## src/rtl/pipe_skid_buf_pkg.sv

```systemverilog
// rtl/pipe_skid_buf_pkg.sv - state encodings and decode helpers for the skid buffer
package pipe_skid_buf_pkg;

  typedef enum logic [1:0] {
    PSB_EMPTY = 2'b00,
    PSB_BUSY  = 2'b01,
    PSB_FULL  = 2'b11
  } psb_state_e;

  function automatic logic psb_holds_word(input logic [1:0] s);
    return s != PSB_EMPTY;
  endfunction

  function automatic logic psb_can_accept(input logic [1:0] s);
    return s != PSB_FULL;
  endfunction

endpackage

```

## src/rtl/pipe_skid_buf_if.sv

```systemverilog
// rtl/pipe_skid_buf_if.sv - upstream/downstream valid/ready handshake bundle
interface pipe_skid_buf_if #(
  parameter int WIDTH = 32
);
  logic             i_valid;
  logic             i_ready;
  logic [WIDTH-1:0] i_data;
  logic             o_valid;
  logic             o_ready;
  logic [WIDTH-1:0] o_data;

  modport slave (
    input  i_valid, i_data, o_ready,
    output i_ready, o_valid, o_data
  );

  modport master (
    output i_valid, i_data, o_ready,
    input  i_ready, o_valid, o_data
  );
endinterface

```

## src/rtl/dfflr.sv

```systemverilog
// rtl/dfflr.sv - load-enable async active-low reset register, resets to zero
module dfflr #(
  parameter int W = 1
) (
  input  logic         clk,
  input  logic         rst_n,
  input  logic         en,
  input  logic [W-1:0] d,
  output logic [W-1:0] q
);
  always_ff @(posedge clk or negedge rst_n) begin
    if (!rst_n)  q <= '0;
    else if (en) q <= d;
  end
endmodule

```

## src/rtl/dffr.sv

```systemverilog
// rtl/dffr.sv - async active-low reset register, resets to zero
module dffr #(
  parameter int W = 1
) (
  input  logic         clk,
  input  logic         rst_n,
  input  logic [W-1:0] d,
  output logic [W-1:0] q
);
  always_ff @(posedge clk or negedge rst_n) begin
    if (!rst_n) q <= '0;
    else        q <= d;
  end
endmodule

```

## src/rtl/pipe_skid_buf.sv

```systemverilog
// rtl/pipe_skid_buf.sv - two-entry skid buffer; i_ready decoded only from state flops
module pipe_skid_buf
  import pipe_skid_buf_pkg::*;
#(
  parameter int WIDTH = 32
) (
  input  logic           clk,
  input  logic           rst_n,
  input  logic           flush,
  pipe_skid_buf_if.slave bus
);

  logic [1:0]       state_q, state_d;
  logic             valid_q, valid_d;
  logic [WIDTH-1:0] main_q, main_d, skid_q;
  logic             main_en, skid_en, main_from_skid;
  logic             in_fire, out_fire;
  psb_state_e       state;

  assign state    = psb_state_e'(state_q);
  assign in_fire  = bus.i_valid & psb_can_accept(state_q);
  assign out_fire = valid_q & bus.o_ready;

  always_comb begin
    state_d        = state_q;
    main_en        = 1'b0;
    skid_en        = 1'b0;
    main_from_skid = 1'b0;
    // Flush wins: a handshake completing this cycle is consumed, nothing is stored.
    if (flush) begin
      state_d = PSB_EMPTY;
    end else begin
      case (state)
        PSB_EMPTY: begin
          if (in_fire) begin
            state_d = PSB_BUSY;
            main_en = 1'b1;
          end
        end
        PSB_BUSY: begin
          if (in_fire && out_fire) begin
            main_en = 1'b1;
          end else if (in_fire) begin
            state_d = PSB_FULL;
            skid_en = 1'b1;
          end else if (out_fire) begin
            state_d = PSB_EMPTY;
          end
        end
        PSB_FULL: begin
          if (out_fire) begin
            state_d        = PSB_BUSY;
            main_en        = 1'b1;
            main_from_skid = 1'b1;
          end
        end
        default: state_d = PSB_EMPTY;
      endcase
    end
  end

  assign main_d  = main_from_skid ? skid_q : bus.i_data;
  assign valid_d = psb_holds_word(state_d);

  dffr #(.W(2)) u_state (
    .clk   (clk),
    .rst_n (rst_n),
    .d     (state_d),
    .q     (state_q)
  );

  dffr #(.W(1)) u_valid (
    .clk   (clk),
    .rst_n (rst_n),
    .d     (valid_d),
    .q     (valid_q)
  );

  dfflr #(.W(WIDTH)) u_main (
    .clk   (clk),
    .rst_n (rst_n),
    .en    (main_en),
    .d     (main_d),
    .q     (main_q)
  );

  dfflr #(.W(WIDTH)) u_skid (
    .clk   (clk),
    .rst_n (rst_n),
    .en    (skid_en),
    .d     (bus.i_data),
    .q     (skid_q)
  );

  assign bus.o_valid = valid_q;
  assign bus.i_ready = psb_can_accept(state_q);
  assign bus.o_data  = main_q;

endmodule

```

## src/flat_wrapper.sv

```systemverilog
// flat-port wrapper written by rule: the top's interface ports become plain ports
module pipe_skid_buf_flat import pipe_skid_buf_pkg::*;
#(
  parameter int WIDTH = 32
)
  (clk, rst_n, flush, bus_i_valid, bus_i_data, bus_o_ready, bus_i_ready, bus_o_valid, bus_o_data);
  pipe_skid_buf_if #(.WIDTH(WIDTH)) bus_i ();
  input  logic clk;
  input  logic rst_n;
  input  logic flush;
  input wire logic [$bits(bus_i.i_valid)-1:0] bus_i_valid;
  input wire logic [$bits(bus_i.i_data)-1:0] bus_i_data;
  input wire logic [$bits(bus_i.o_ready)-1:0] bus_o_ready;
  output wire logic [$bits(bus_i.i_ready)-1:0] bus_i_ready;
  output wire logic [$bits(bus_i.o_valid)-1:0] bus_o_valid;
  output wire logic [$bits(bus_i.o_data)-1:0] bus_o_data;
  assign bus_i.i_valid = bus_i_valid;
  assign bus_i.i_data = bus_i_data;
  assign bus_i.o_ready = bus_o_ready;
  assign bus_i_ready = bus_i.i_ready;
  assign bus_o_valid = bus_i.o_valid;
  assign bus_o_data = bus_i.o_data;
  pipe_skid_buf #(.WIDTH(WIDTH)) u_core (.clk(clk), .rst_n(rst_n), .flush(flush), .bus(bus_i));
endmodule
```

## config.mk

```make
export PLATFORM = sky130hd
export DESIGN_NAME = pipe_skid_buf_flat
export DESIGN_NICKNAME = d
export VERILOG_FILES = /design/src/rtl/pipe_skid_buf_pkg.sv /design/src/rtl/pipe_skid_buf_if.sv /design/src/rtl/dfflr.sv /design/src/rtl/dffr.sv /design/src/rtl/pipe_skid_buf.sv /design/src/flat_wrapper.sv
export SDC_FILE = /design/constraint.sdc
export NUM_CORES = 1
export LEC_CHECK = 0
export ABC_AREA = 1
export BUFFER_PORTS_ARGS = -buffer_cell sky130_fd_sc_hd__buf_2
export CAP_MARGIN = 30
export CORE_MARGIN = 2
export CORE_UTILIZATION = 57
export CTS_CLUSTER_SIZE = 20
export DETAILED_ROUTE_END_ITERATION = 6
export PLACE_DENSITY = 0.86
export RECOVER_POWER = 100
export SLEW_MARGIN = 20
export SYNTH_ARGS = -nofsm -noshare
export SYNTH_HDL_FRONTEND = slang
export SYNTH_SLANG_ARGS = --single-unit
```

## constraint.sdc

```tcl
create_clock -name clk -period 2.9 [get_ports clk]
set_input_delay 0.87 -clock clk [delete_from_list [all_inputs] [get_ports clk]]
set_output_delay 0.87 -clock clk [all_outputs]
set_load 0.01 [all_outputs]
```

== After elaboration in Yosys (flattened, before gate mapping) ==
Cells that the tools add are included.

* Bitwise logic cells: 2
* Reductions and logical operators: 3
* Muxes and demuxes: 18
* Equality and inequality tests: 3

{| class="wikitable"
|+ Operators with widths
! kind !! count
|-
| 32-bit 2-to-1 mux || 1
|-
| 2-bit 2-to-1 mux || 6
|-
| 1-bit 2-to-1 mux || 9
|-
| 2-bit one-hot mux with 3 select lines || 1
|-
| 1-bit one-hot mux with 3 select lines || 1
|-
| 1-bit AND || 2
|-
| 2-bit by 1-bit equality test with 1-bit output, second input constant || 1
|-
| 2-bit equality test, second input constant || 1
|-
| 2-bit logical NOT || 1
|-
| 2-bit inequality test, second input constant || 1
|-
| 2-bit nonzero test || 1
|-
| 1-bit logical AND || 1
|}

* Input port bits: 37
* Bits in registers: 67

== Depth between registers and ports, before layout ==
Gate-level depths: netlist of the first run.

* Depth in word-level cells: 7
* Mapped depth: 8
* Mapped depth without buffers: 7

== Modules after synthesis ==
From an unflattened synthesis of the first run, not the netlist that was laid out.

* Cell total of the unflattened synthesis: 398
* Area total of the unflattened synthesis: 3250.6 sq um

{| class="wikitable"
|+ Modules (own cells, without submodules)
! module !! area an instance (sq um) !! cells an instance !! instances !! sequential area each (sq um)
|-
| dfflr || 1292.5 || 136 || 2 || 800.8
|-
| pipe_skid_buf || 590.6 || 123 || 1 || 0.0
|-
| dffr at u_core.u_state || 50.0 || 2 || 1 || 50.0
|-
| dffr at u_core.u_valid || 25.0 || 1 || 1 || 25.0
|}

== Worst setup path after synthesis of the first run ==
OpenSTA, ideal clock, no wires.

* Path kind: input to register
* Start: input bus_o_ready
* End: register u_core.u_skid.q[0]
* Buffers on the path: 1
* Stages: 5
* Setup time: 126 ps
* Setup slack: 1194 ps
* Data arrival time: 1580 ps
* Required time: 2774 ps
* Cells stage by stage: nand2_1 -> nand2_2 -> nor3_4 -> clkbuf_2 -> o21ai_0

* Word-level cells in the longest chain between the ends: 5

{| class="wikitable"
|+ Ends and longest elaborated chain
! what !! RTL line !! RTL
|-
| from (decl) || flat_wrapper.sv:13 || <nowiki>input wire logic [$bits(bus_i.o_ready)-1:0] bus_o_ready;</nowiki>
|-
| 1-bit AND || pipe_skid_buf.sv:22 || <nowiki>assign out_fire = valid_q & bus.o_ready;</nowiki>
|-
| 1-bit logical AND || pipe_skid_buf.sv:41 || <nowiki>if (in_fire && out_fire) begin</nowiki>
|-
| 1-bit 2-to-1 mux || pipe_skid_buf.sv:41 ||
|-
| 1-bit 2-to-1 mux || pipe_skid_buf.sv:33 || <nowiki>case (state)</nowiki>
|-
| 1-bit 2-to-1 mux || pipe_skid_buf.sv:30 || <nowiki>if (flush) begin</nowiki>
|-
| to (signal assigned) || dfflr.sv:12 || <nowiki>if (!rst_n) q <= '0;</nowiki>
|-
| to (signal assigned) || dfflr.sv:13 || <nowiki>else if (en) q <= d;</nowiki>
|-
| to (decl) || dfflr.sv:9 || <nowiki>output logic [W-1:0] q</nowiki>
|}

Every way passes these cells.
A chain may end at the register's enable or synchronous reset.

== Worst setup path in the final report of the first run ==
* Start: input bus_o_ready
* End: register u_core.u_skid.q[8]

The elaborated chain is that of the path after synthesis.

==> out/summary.txt, run 1 <==
status - finished with violations
failing checks - capacitance limit, slew limit
overflow left after global routing - 0
DIE AREA - 0.005941 sq mm
Initial Util - 59.23%
Syn Nets - 430
worst setup skew after layout - 0.009109 ns
clock edge transition at the registers on the reported setup and hold paths - 0.07 ns
Tot GR Track Use - 24.95%
vertical die dimension - 77.08 um
average cell area after synthesis - 7.746 sq um
accumulated negative setup slack - 0 ns
max-cap violation count - 1
drt drc - 0
number of iterations in the first detailed-routing pass - 6
number of hold violations in the final report - 0
global-route wire length before repair - 11900 um
number of pins exceeding their max-slew limit in the final report - 29
commonest non-fill, non-tap cells in the layout - sky130_fd_sc_hd__nand2_1, sky130_fd_sc_hd__dfrtp_1, sky130_fd_sc_hd__clkbuf_1, sky130_fd_sc_hd__inv_1
arrival time worst endpoint - 2.38 ns
Cell Count, Final, Fillers Out - 533
root cell of the clock tree - sky130_fd_sc_hd__clkbuf_8
Area contributors post-synth - sky130_fd_sc_hd__dfrtp_1, sky130_fd_sc_hd__nand2_1, sky130_fd_sc_hd__nand3_1
Avg Vias per Cell - 5.113
register area share after synthesis - 55.08%
number of hold-repair buffers added at the cts stage - 0
total CTS buffers - 9
Power Total - 2.570 mW
total vias in the final route - 2725
power density over the cells - 721.0 mW/mm^2
CTS H-Tree Depth - 3
post-placement worst setup slack - 0.8149 ns
buffers inserted by post-CTS timing repair - 0
proportion of layout cells with a drive suffix above 1 - 12.53%
kind of start point of the critical path - input pin
Yosys warnings - 0
number of nets in the final layout - 495
Final HPWL DP - 4319 um
Starting DRT DRC Count - 234
count of antenna-violating nets left after detailed routing - 0
total of buffers placed on input and output ports - 70
dpl cell area - 0.003423 sq mm
largest voltage drop on the vdd net - 0.0004323 V
leakage - 1.921 nW
top-level I/O count - 71
routed length per placed instance - 13.02 um
worst-path maximum fanout - 64
GP Congestion - 0.8113
via count of the first global-routing pass - 2615
clk sinks - 67
post-layout worst setup margin - 0.6939 ns
kind of path behind the tightest hold check - flip-flop to flip-flop
proportion of netlist area held by the largest area contributor - 55.08%
maximum number of pins on one net before global-route repair - 65
Die Wd - 77.08 um
number of antenna violations at the first check in global routing - 0
area of all placed cells without fillers - 0.003565 sq mm
worst-case clock buffer depth - 2
final setup violating endpoints - 0
TritonCTS clock tree - built
transition at the pin with the smallest max-transition slack - 1.641 ns
most common cell after layout, fill and taps aside - sky130_fd_sc_hd__nand2_1
fin crit share - 76.07%
number of placement rows - 26
Routed Wire Length - 6940 um
placed instance count - 517
cell type contributing the most total cell area after synthesis - sky130_fd_sc_hd__dfrtp_1
cell area after synthesis - 0.003044 sq mm
clock latency on the worst-skew pair - 0.34 ns
Worst Setup Path Type - input pin to flip-flop
flop and latch count out of synthesis - 67
Post-Syn Instances - 393
Layout Area Growth over Synthesis - 17.10%
remaining max-slew budget at the tightest pin - -9.432%
count of inserted antenna diode cells - 0
core area - 0.005140 sq mm
sort of element at the end of the critical path - flip-flop
Max Clk Rate - 453.3 MHz
Min Clock Period, post-route - 2.206 ns
unrepaired setup endpoints after global routing - false
Data required, critical path - 3.07 ns
post-synthesis cell type count - 16
post-cts resize count - 0
==> per-stage QoR <==
stage	util [%]	hold WS (ns)
5_1_grt	69.35	0.5003
3_3_place_gp	66.60	0.4569
6_report	69.35	0.4796
3_5_place_dp	66.60	0.4610
4_1_cts	70.37	0.4799
2_1_floorplan	-	0.4991
==> worst max-delay path, cell delays in order <==
cell and delay, ns:
sky130_fd_sc_hd__buf_2 0.09, sky130_fd_sc_hd__nand2_1 0.07, sky130_fd_sc_hd__nand2_1 0.15, sky130_fd_sc_hd__nor3_4 0.14, sky130_fd_sc_hd__clkbuf_2 0.81, sky130_fd_sc_hd__o21ai_0 0.20
==> final cells by class <==
| type | count | area [sq um] |
|---|---|---|
| clock buffer | 11 | 141.4 |
| clock inverter | 5 | 52.55 |
| fill | 458 | 1575 |
| inverter | 36 | 135.1 |
| multi-input combinational | 269 | 1119 |
| sequential | 67 | 1677 |
| tap | 70 | 87.58 |
| timing repair buffer | 75 | 352.8 |
==> layer usage <==
metal / vias up / share of wire [%] / track usage, %
met5: - / 0 / 0
met2: 104 / 49 / 40.35
met1: 1280 / 43 / 33.65
li1: 1332 / - / -
met3: 9 / 6.4 / 4.000
met4: 0 / 1.4 / 10.54
==> sequential cells by signal (all words and copies together), names as in the netlist <==
register / flops
u_core.u_valid.q: 1
u_core.u_main.q: 32
u_core.u_skid.q: 32
u_core.u_state.q: 2
==> synthesized netlist by cell type, drive strengths merged <==
master / number
buf: 18
clkbuf: 3
dfrtp: 67
inv: 36
nand2: 199
nand3: 33
nor2: 2
nor3: 1
o21ai: 34
==> where the power goes <==
group          internal, mW  leakage [nW]  switching [mW]  total (mW)
Combinational         0.177         0.996           0.305       0.483
Clock                 0.416        0.0991           0.349       0.765
Sequential             1.18         0.826           0.140        1.32
Total                  1.78          1.92           0.794        2.57
==> path summary, 6_finish.rpt <==
check,from,to,slack [ns],cells past startpoint
worst min register to register,u_core.u_main.q[4]$_DFFE_PN0P_,u_core.u_main.q[4]$_DFFE_PN0P_,0.48,2
worst max-delay path,bus_o_ready,u_core.u_skid.q[8]$_DFFE_PN0P_,0.69,6
worst min-delay path,u_core.u_main.q[4]$_DFFE_PN0P_,u_core.u_main.q[4]$_DFFE_PN0P_,0.48,2
max in group asynchronous,rst_n,u_core.u_skid.q[5]$_DFFE_PN0P_,1.00,1
min in group asynchronous,rst_n,u_core.u_main.q[0]$_DFFE_PN0P_,0.94,1
worst max register to register,u_core.u_valid.q$_DFF_PN0_,u_core.u_skid.q[8]$_DFFE_PN0P_,0.93,5
==> kinds of logic after synthesis <==
| group | Yosys count | synth area share, % |
|---|---|---|
| AO/OA/AOI/OAI | 34 | 5.590 |
| buffers and inverters | 57 | 8.015 |
| flip-flops | 67 | 55.08 |
| AND/OR/NAND/NOR | 235 | 31.32 |
Note: power is estimated with default switching activity, not from simulation.
==> run 2: changes to the inputs <==
- ABC_AREA: 1 -> 0
- CORE_UTILIZATION: 57 -> 49
- PLACE_DENSITY: 0.86 -> 0.78
- clock period: 2.9 -> 1.8 ns (I/O delays scaled with it)
==> run 2 against run 1 <==
Compared with the run above:
- the run now ends clean
- clock skew down 0.0033 ns
- largest power group unchanged
- highest routed layer unchanged
- hold slack worse by 0.074 ns
- final cell count fell by 21%
- register-to-register slack worse by 0.69 ns
- setup slack worse by 0.46 ns
- clock power increased by 73%
- sequential power rose by 56%
- critical path type is now flip-flop to output port
- combinational power grew 72%
- sequential share of layout area fell by 2.7 points
==> out/summary.txt, run 2 <==
Final HPWL DP - 4793 um
final setup violating endpoints - 0
proportion of netlist area held by the largest area contributor - 52.63%
slowest stage cell on the critical path - sky130_fd_sc_hd__dfrtp_1
Min Clock Period, post-route - 1.567 ns
global-route wire length before repair - 13080 um
via count of the first global-routing pass - 2640
average cell area after synthesis - 11.42 sq um
most common cell after layout, fill and taps aside - sky130_fd_sc_hd__dfrtp_1
kind of path behind the tightest hold check - input pin to flip-flop
cell breakdown of the critical path - nand2_1, clkbuf_1
vertical die dimension - 84.63 um
status - completed
largest voltage drop on the vdd net - 0.0005705 V
largest registers ranked by flip-flop count - u_core.u_main.q x32, u_core.u_skid.q x32, u_core.u_state.q x2
number of pins exceeding their max-slew limit in the final report - 0
maximum number of pins on one net before global-route repair - 68
power density over the cells - 1114 mW/mm^2
routed length per placed instance - 18.54 um
Max Clk Rate - 638.2 MHz
clk sinks - 67
number of placement rows - 29
Die Wd - 84.63 um
most used standard cells in the synthesized netlist - sky130_fd_sc_hd__dfrtp_1, sky130_fd_sc_hd__o21ai_0, sky130_fd_sc_hd__a41oi_1, sky130_fd_sc_hd__nand3_1, sky130_fd_sc_hd__mux2_2
Initial Util - 50.46%
CTS H-Tree Depth - 3
max-cap violation count - 0
Routed Wire Length - 7842 um
overflow left after global routing - 0
total vias in the final route - 2627
utilization after layout - 59.85%
Post-Syn Instances - 279
total CTS buffers - 9
number of nets in the final layout - 378
worst-path maximum fanout - 7
most frequent cell after synthesis - sky130_fd_sc_hd__dfrtp_1
post-cts resize count - 0
async set or reset register ratio after synthesis - 100.0%
arrival time worst endpoint - 1.03 ns
buffering stage count on the worst path with inverters included - 1
count of inserted antenna diode cells - 0
number of iterations in the first detailed-routing pass - 4
unrepaired setup endpoints after global routing - false
proportion of layout cells with a drive suffix above 1 - 30.35%
post-layout worst setup margin - 0.2332 ns
post-placement worst setup slack - 0.08083 ns
post-synthesis mux area share - 11.31%
worst setup skew after layout - 0.005836 ns
remaining max-slew budget at the tightest pin - 39.66%
buffers inserted by post-CTS timing repair - 0
accumulated negative setup slack - 0 ns
share of synthesized cell area in and, or, nand and nor gates - 7.345%
Layout Area Growth over Synthesis - 18.62%
total of buffers placed on input and output ports - 70
area fraction in compound gates after synthesis - 22.86%
commonest non-fill, non-tap cells in the layout - sky130_fd_sc_hd__dfrtp_1, sky130_fd_sc_hd__buf_2, sky130_fd_sc_hd__clkbuf_1, sky130_fd_sc_hd__o21ai_0
DIE AREA - 0.007162 sq mm
number of antenna violations at the first check in global routing - 0
Worst Setup Path Type - flip-flop to output port
Yosys warnings - 0
Post-synth EDFFs - 0
GP Congestion - 0.7118
critical path's top delay family - flip-flops
kind of start point of the critical path - flip-flop
register area share after synthesis - 52.63%
clock edge transition at the registers on the reported setup and hold paths - 0.07 ns
worst-case clock buffer depth - 2
TritonCTS clock tree - built
number of hold violations in the final report - 0
count of antenna-violating nets left after detailed routing - 0
Data required, critical path - 1.26 ns
Tot GR Track Use - 23.06%
transition at the pin with the smallest max-transition slack - 0.9051 ns
Avg Vias per Cell - 6.210
layout filler cell count - 564
adder and majority cell fraction of the synthesized area - 0%
clock latency on the worst-skew pair - 0.34 ns
cell area after synthesis - 0.003186 sq mm
Syn Nets - 316
sort of element at the end of the critical path - output port
delay of the slowest critical-path stage - 0.44 ns
drt drc - 0
fin crit share - 87.04%
top-level I/O count - 71
core area - 0.006314 sq mm
largest family of logic cells by synthesized area - compound AO/OA/AOI/OAI gates
leakage - 1.474 nW
post-synthesis xor/xnor area fraction - 0%
root cell of the clock tree - sky130_fd_sc_hd__clkbuf_8
flop and latch count out of synthesis - 67
Area contributors post-synth - sky130_fd_sc_hd__dfrtp_1, sky130_fd_sc_hd__mux2_2, sky130_fd_sc_hd__a41oi_1
cell type contributing the most total cell area after synthesis - sky130_fd_sc_hd__dfrtp_1
predominant post-synthesis flop cell - sky130_fd_sc_hd__dfrtp_1
Starting DRT DRC Count - 195
post-synthesis cell type count - 23
number of hold-repair buffers added at the cts stage - 0
[run 2: changes by cell type in the layout (fill, tap and decap cells not counted), sizes merged, moves of 2 or more]
cell,previous run,this run
a21oi,0,2
a31oi,0,32
a41oi,0,32
buf,38,50
inv,36,2
mux2,0,32
nand2,199,3
nor2,2,0
[run 2: layout make-up]
cell class              instances  area [sq um]  share of cell area [%]
clock buffers                  12         165.2                   4.371
clock inverters                 4         47.55                   1.258
inverters                       2         7.507                  0.1987
multi-input cells             175          1323                   35.00
flip-flops and latches         67          1677                   44.37
well taps                      77         96.34                   2.550
repair buffers                 86         462.9                   12.25
[run 2: worst paths after layout]
check | from | end | slack, ns | cells past startpoint
setup reg to reg | u_core.u_state.q[1]$_DFF_PN0_ | u_core.u_main.q[17]$_DFFE_PN0P_ | 0.24 | 4
max in group asynchronous | rst_n | u_core.u_skid.q[23]$_DFFE_PN0P_ | 0.78 | 2
setup / recovery | u_core.u_state.q[0]$_DFF_PN0_ | bus_i_ready | 0.23 | 2
hold reg to reg | u_core.u_skid.q[31]$_DFFE_PN0P_ | u_core.u_skid.q[31]$_DFFE_PN0P_ | 0.50 | 1
min in group asynchronous | rst_n | u_core.u_main.q[3]$_DFFE_PN0P_ | 0.44 | 2
hold / removal | flush | u_core.u_valid.q$_DFF_PN0_ | 0.41 | 2
[run 2: through the flow]
stage | instance area, sq um | std cells | hold WS (ns) | total power [mW]
3_5_place_dp | 3623 | 407 | 0.4848 | 2.958
2_1_floorplan | 3186 | 279 | 0.2444 | 2.585
3_3_place_gp | 3623 | 407 | 0.4736 | 2.909
6_report | 3779 | 423 | 0.4054 | 4.209
4_1_cts | 3836 | 423 | 0.2116 | 4.273
5_1_grt | 3779 | 423 | 0.3945 | 4.439
[run 2: kinds of logic (layout without fill, tap and decap cells)]
logic type      count (synthesis)  count (layout)
compound gates                100             100
flops                          67              67
simple gates                   43              43
buf+inv                        37             104
mux                            32              32
[run 2: report_power, final]
group / leakage, nW / switching [mW] / internal [mW]
sequential: 0.775 / 0.198 / 1.86
combinational: 0.591 / 0.433 / 0.400
clock: 0.108 / 0.572 / 0.749
total: 1.47 / 1.20 / 3.01
[run 2: metal layers]
metal | track usage [%] | part of all wire [%] | vias up | routed length, um
li1 | - | - | 1211 | -
met1 | 29.46 | 43 | 1316 | 3335
met2 | 37.58 | 50 | 82 | 3960
met3 | 5.506 | 4.5 | 18 | 354
met4 | 9.957 | 2.4 | 0 | 192
met5 | 0 | 0 | - | 0
==> run 3: changes to the inputs <==
- RECOVER_POWER: 100 -> not set
==> run 3 against run 2 <==
Compared with the run above:
- first-iteration DRC count increased by 21%
- sequential power about the same
- setup slack better by 0.015 ns
- clock skew grew 0.00094 ns
- sequential cell count did not move
- die area is the same
- maximum frequency rose by 0.96%
==> out/summary.txt, run 3 (synthesis results as in run 2) <==
Max Clk Rate - 644.4 MHz
Switching Power - 1.206 mW
core area - 0.006314 sq mm
total vias in the final route - 2616
overflow left after global routing - 0
number of iterations in the first detailed-routing pass - 4
number of hold-repair buffers added at the cts stage - 0
register share of total power - 48.3%
proportion of layout cells with a drive suffix above 1 - 40.17%
number of nets in the final layout - 378
Starting DRT DRC Count - 236
Avg Vias per Cell - 6.184
total of buffers placed on input and output ports - 70
arrival time worst endpoint - 1.01 ns
Die Wd - 84.63 um
fin crit share - 86.21%
clock edge transition at the registers on the reported setup and hold paths - 0.07 ns
routed length per placed instance - 18.53 um
Data required, critical path - 1.26 ns
multi-input gate area in the final layout - 0.001323 sq mm
Worst Setup Path Type - flip-flop to output port
status - completed
Final HPWL DP - 4793 um
clk sinks - 67
kind of start point of the critical path - flip-flop
number of placement rows - 29
top-level I/O count - 71
Initial Util - 50.46%
leakage - 1.558 nW
drt drc - 0
vertical die dimension - 84.63 um
proportion of power drawn by the clock network - 31.2%
number of hold violations in the final report - 0
root cell of the clock tree - sky130_fd_sc_hd__clkbuf_8
final setup violating endpoints - 0
max-cap violation count - 0
worst setup skew after layout - 0.006773 ns
count of antenna-violating nets left after detailed routing - 0
post-cts resize count - 0
transition at the pin with the smallest max-transition slack - 0.3740 ns
CTS H-Tree Depth - 3
register area - 0.001677 sq mm
number of pins exceeding their max-slew limit in the final report - 0
combinational fraction of design power - 20.6%
Routed Wire Length - 7838 um
global-route wire length before repair - 13080 um
maximum number of pins on one net before global-route repair - 68
DIE AREA - 0.007162 sq mm
switching share of power - 28.33%
internal power of the cells - 3.050 mW
via count of the first global-routing pass - 2640
kind of path behind the tightest hold check - input pin to async pin
unrepaired setup endpoints after global routing - false
total CTS buffers - 9
sort of element at the end of the critical path - output port
worst-path maximum fanout - 7
Tot GR Track Use - 23.06%
worst-case clock buffer depth - 2
commonest non-fill, non-tap cells in the layout - sky130_fd_sc_hd__buf_2, sky130_fd_sc_hd__dfrtp_1, sky130_fd_sc_hd__o21ai_0, sky130_fd_sc_hd__nand3_1, sky130_fd_sc_hd__a41oi_1
power density over the cells - 1109 mW/mm^2
TritonCTS clock tree - built
remaining max-slew budget at the tightest pin - 75.07%
Min Clock Period, post-route - 1.552 ns
largest voltage drop on the vdd net - 0.0005723 V
buffers inserted by post-CTS timing repair - 0
number of antenna violations at the first check in global routing - 0
Post-Route Hold Slack - 0.1979 ns
layout filler cell count - 542
most common cell after layout, fill and taps aside - sky130_fd_sc_hd__buf_2
count of inserted antenna diode cells - 0
clock latency on the worst-skew pair - 0.35 ns
GP Congestion - 0.7118
accumulated negative setup slack - 0 ns
largest registers ranked by flip-flop count - u_core.u_main.q x32, u_core.u_skid.q x32, u_core.u_state.q x2
Layout Area Growth over Synthesis - 20.42%
-- run 3: cell count changes in the layout (fill, tap and decap cells not counted), sizes merged --
cell | previous run | this run
clkbuf | 48 | 12
buf | 50 | 86
-- run 3: routing by layer --
layer	vias up	track usage (%)	wire [um]
met2	76	37.58	3964
met3	15	5.506	388
met4	0	9.957	172
met1	1312	29.46	3312
li1	1213	-	-
met5	-	0	0
-- run 3: power by group through the flow --
stage | logic, mW | registers (mW) | clock network (mW)
after global placement | 0.855 | 2.05 | 0
after global routing | 0.969 | 2.09 | 1.42
after detailed placement | 0.888 | 2.07 | 0
after floorplan | 0.482 | 2.10 | 0
final | 0.876 | 2.05 | 1.33
after CTS | 0.889 | 2.05 | 1.34
-- run 3: critical path, stage by stage (launching register included) --
cell                      delay, ns
sky130_fd_sc_hd__dfrtp_1       0.44
sky130_fd_sc_hd__nand2_1       0.08
sky130_fd_sc_hd__buf_2         0.14
-- run 3: final cells by class --
class / count / area share [%]
clock buffer: 12 / 4.305
clock inverter: 4 / 1.239
inverter: 2 / 0.1957
multi-input combinational: 175 / 34.47
sequential: 67 / 43.71
tap: 77 / 2.511
timing repair buffer: 86 / 13.57
-- run 3: worst paths after layout --
path	start	endpoint	slack, ns	depth (start not counted)
max	u_core.u_state.q[0]$_DFF_PN0_	bus_i_ready	0.25	2
min	rst_n	u_core.u_main.q[5]$_DFFE_PN0P_	0.20	2
max reg2reg	u_core.u_state.q[0]$_DFF_PN0_	u_core.u_skid.q[24]$_DFFE_PN0P_	0.31	4
min reg2reg	u_core.u_skid.q[31]$_DFFE_PN0P_	u_core.u_skid.q[31]$_DFFE_PN0P_	0.50	1
max in group asynchronous	rst_n	u_core.u_main.q[23]$_DFFE_PN0P_	1.30	2
min in group clk	flush	u_core.u_valid.q$_DFF_PN0_	0.40	2
-- run 3: through the flow --
stage	utilization (%)	power, mW	instances	area (sq um)	setup slack, ns
global route	60.76	4.479	423	3836	0.1847
floorplan	-	2.585	279	3186	0.2541
global placement	57.39	2.909	407	3623	0.1249
finish	60.76	4.256	423	3836	0.2482
detailed placement	57.39	2.958	407	3623	0.08083
CTS	60.76	4.273	423	3836	0.2377
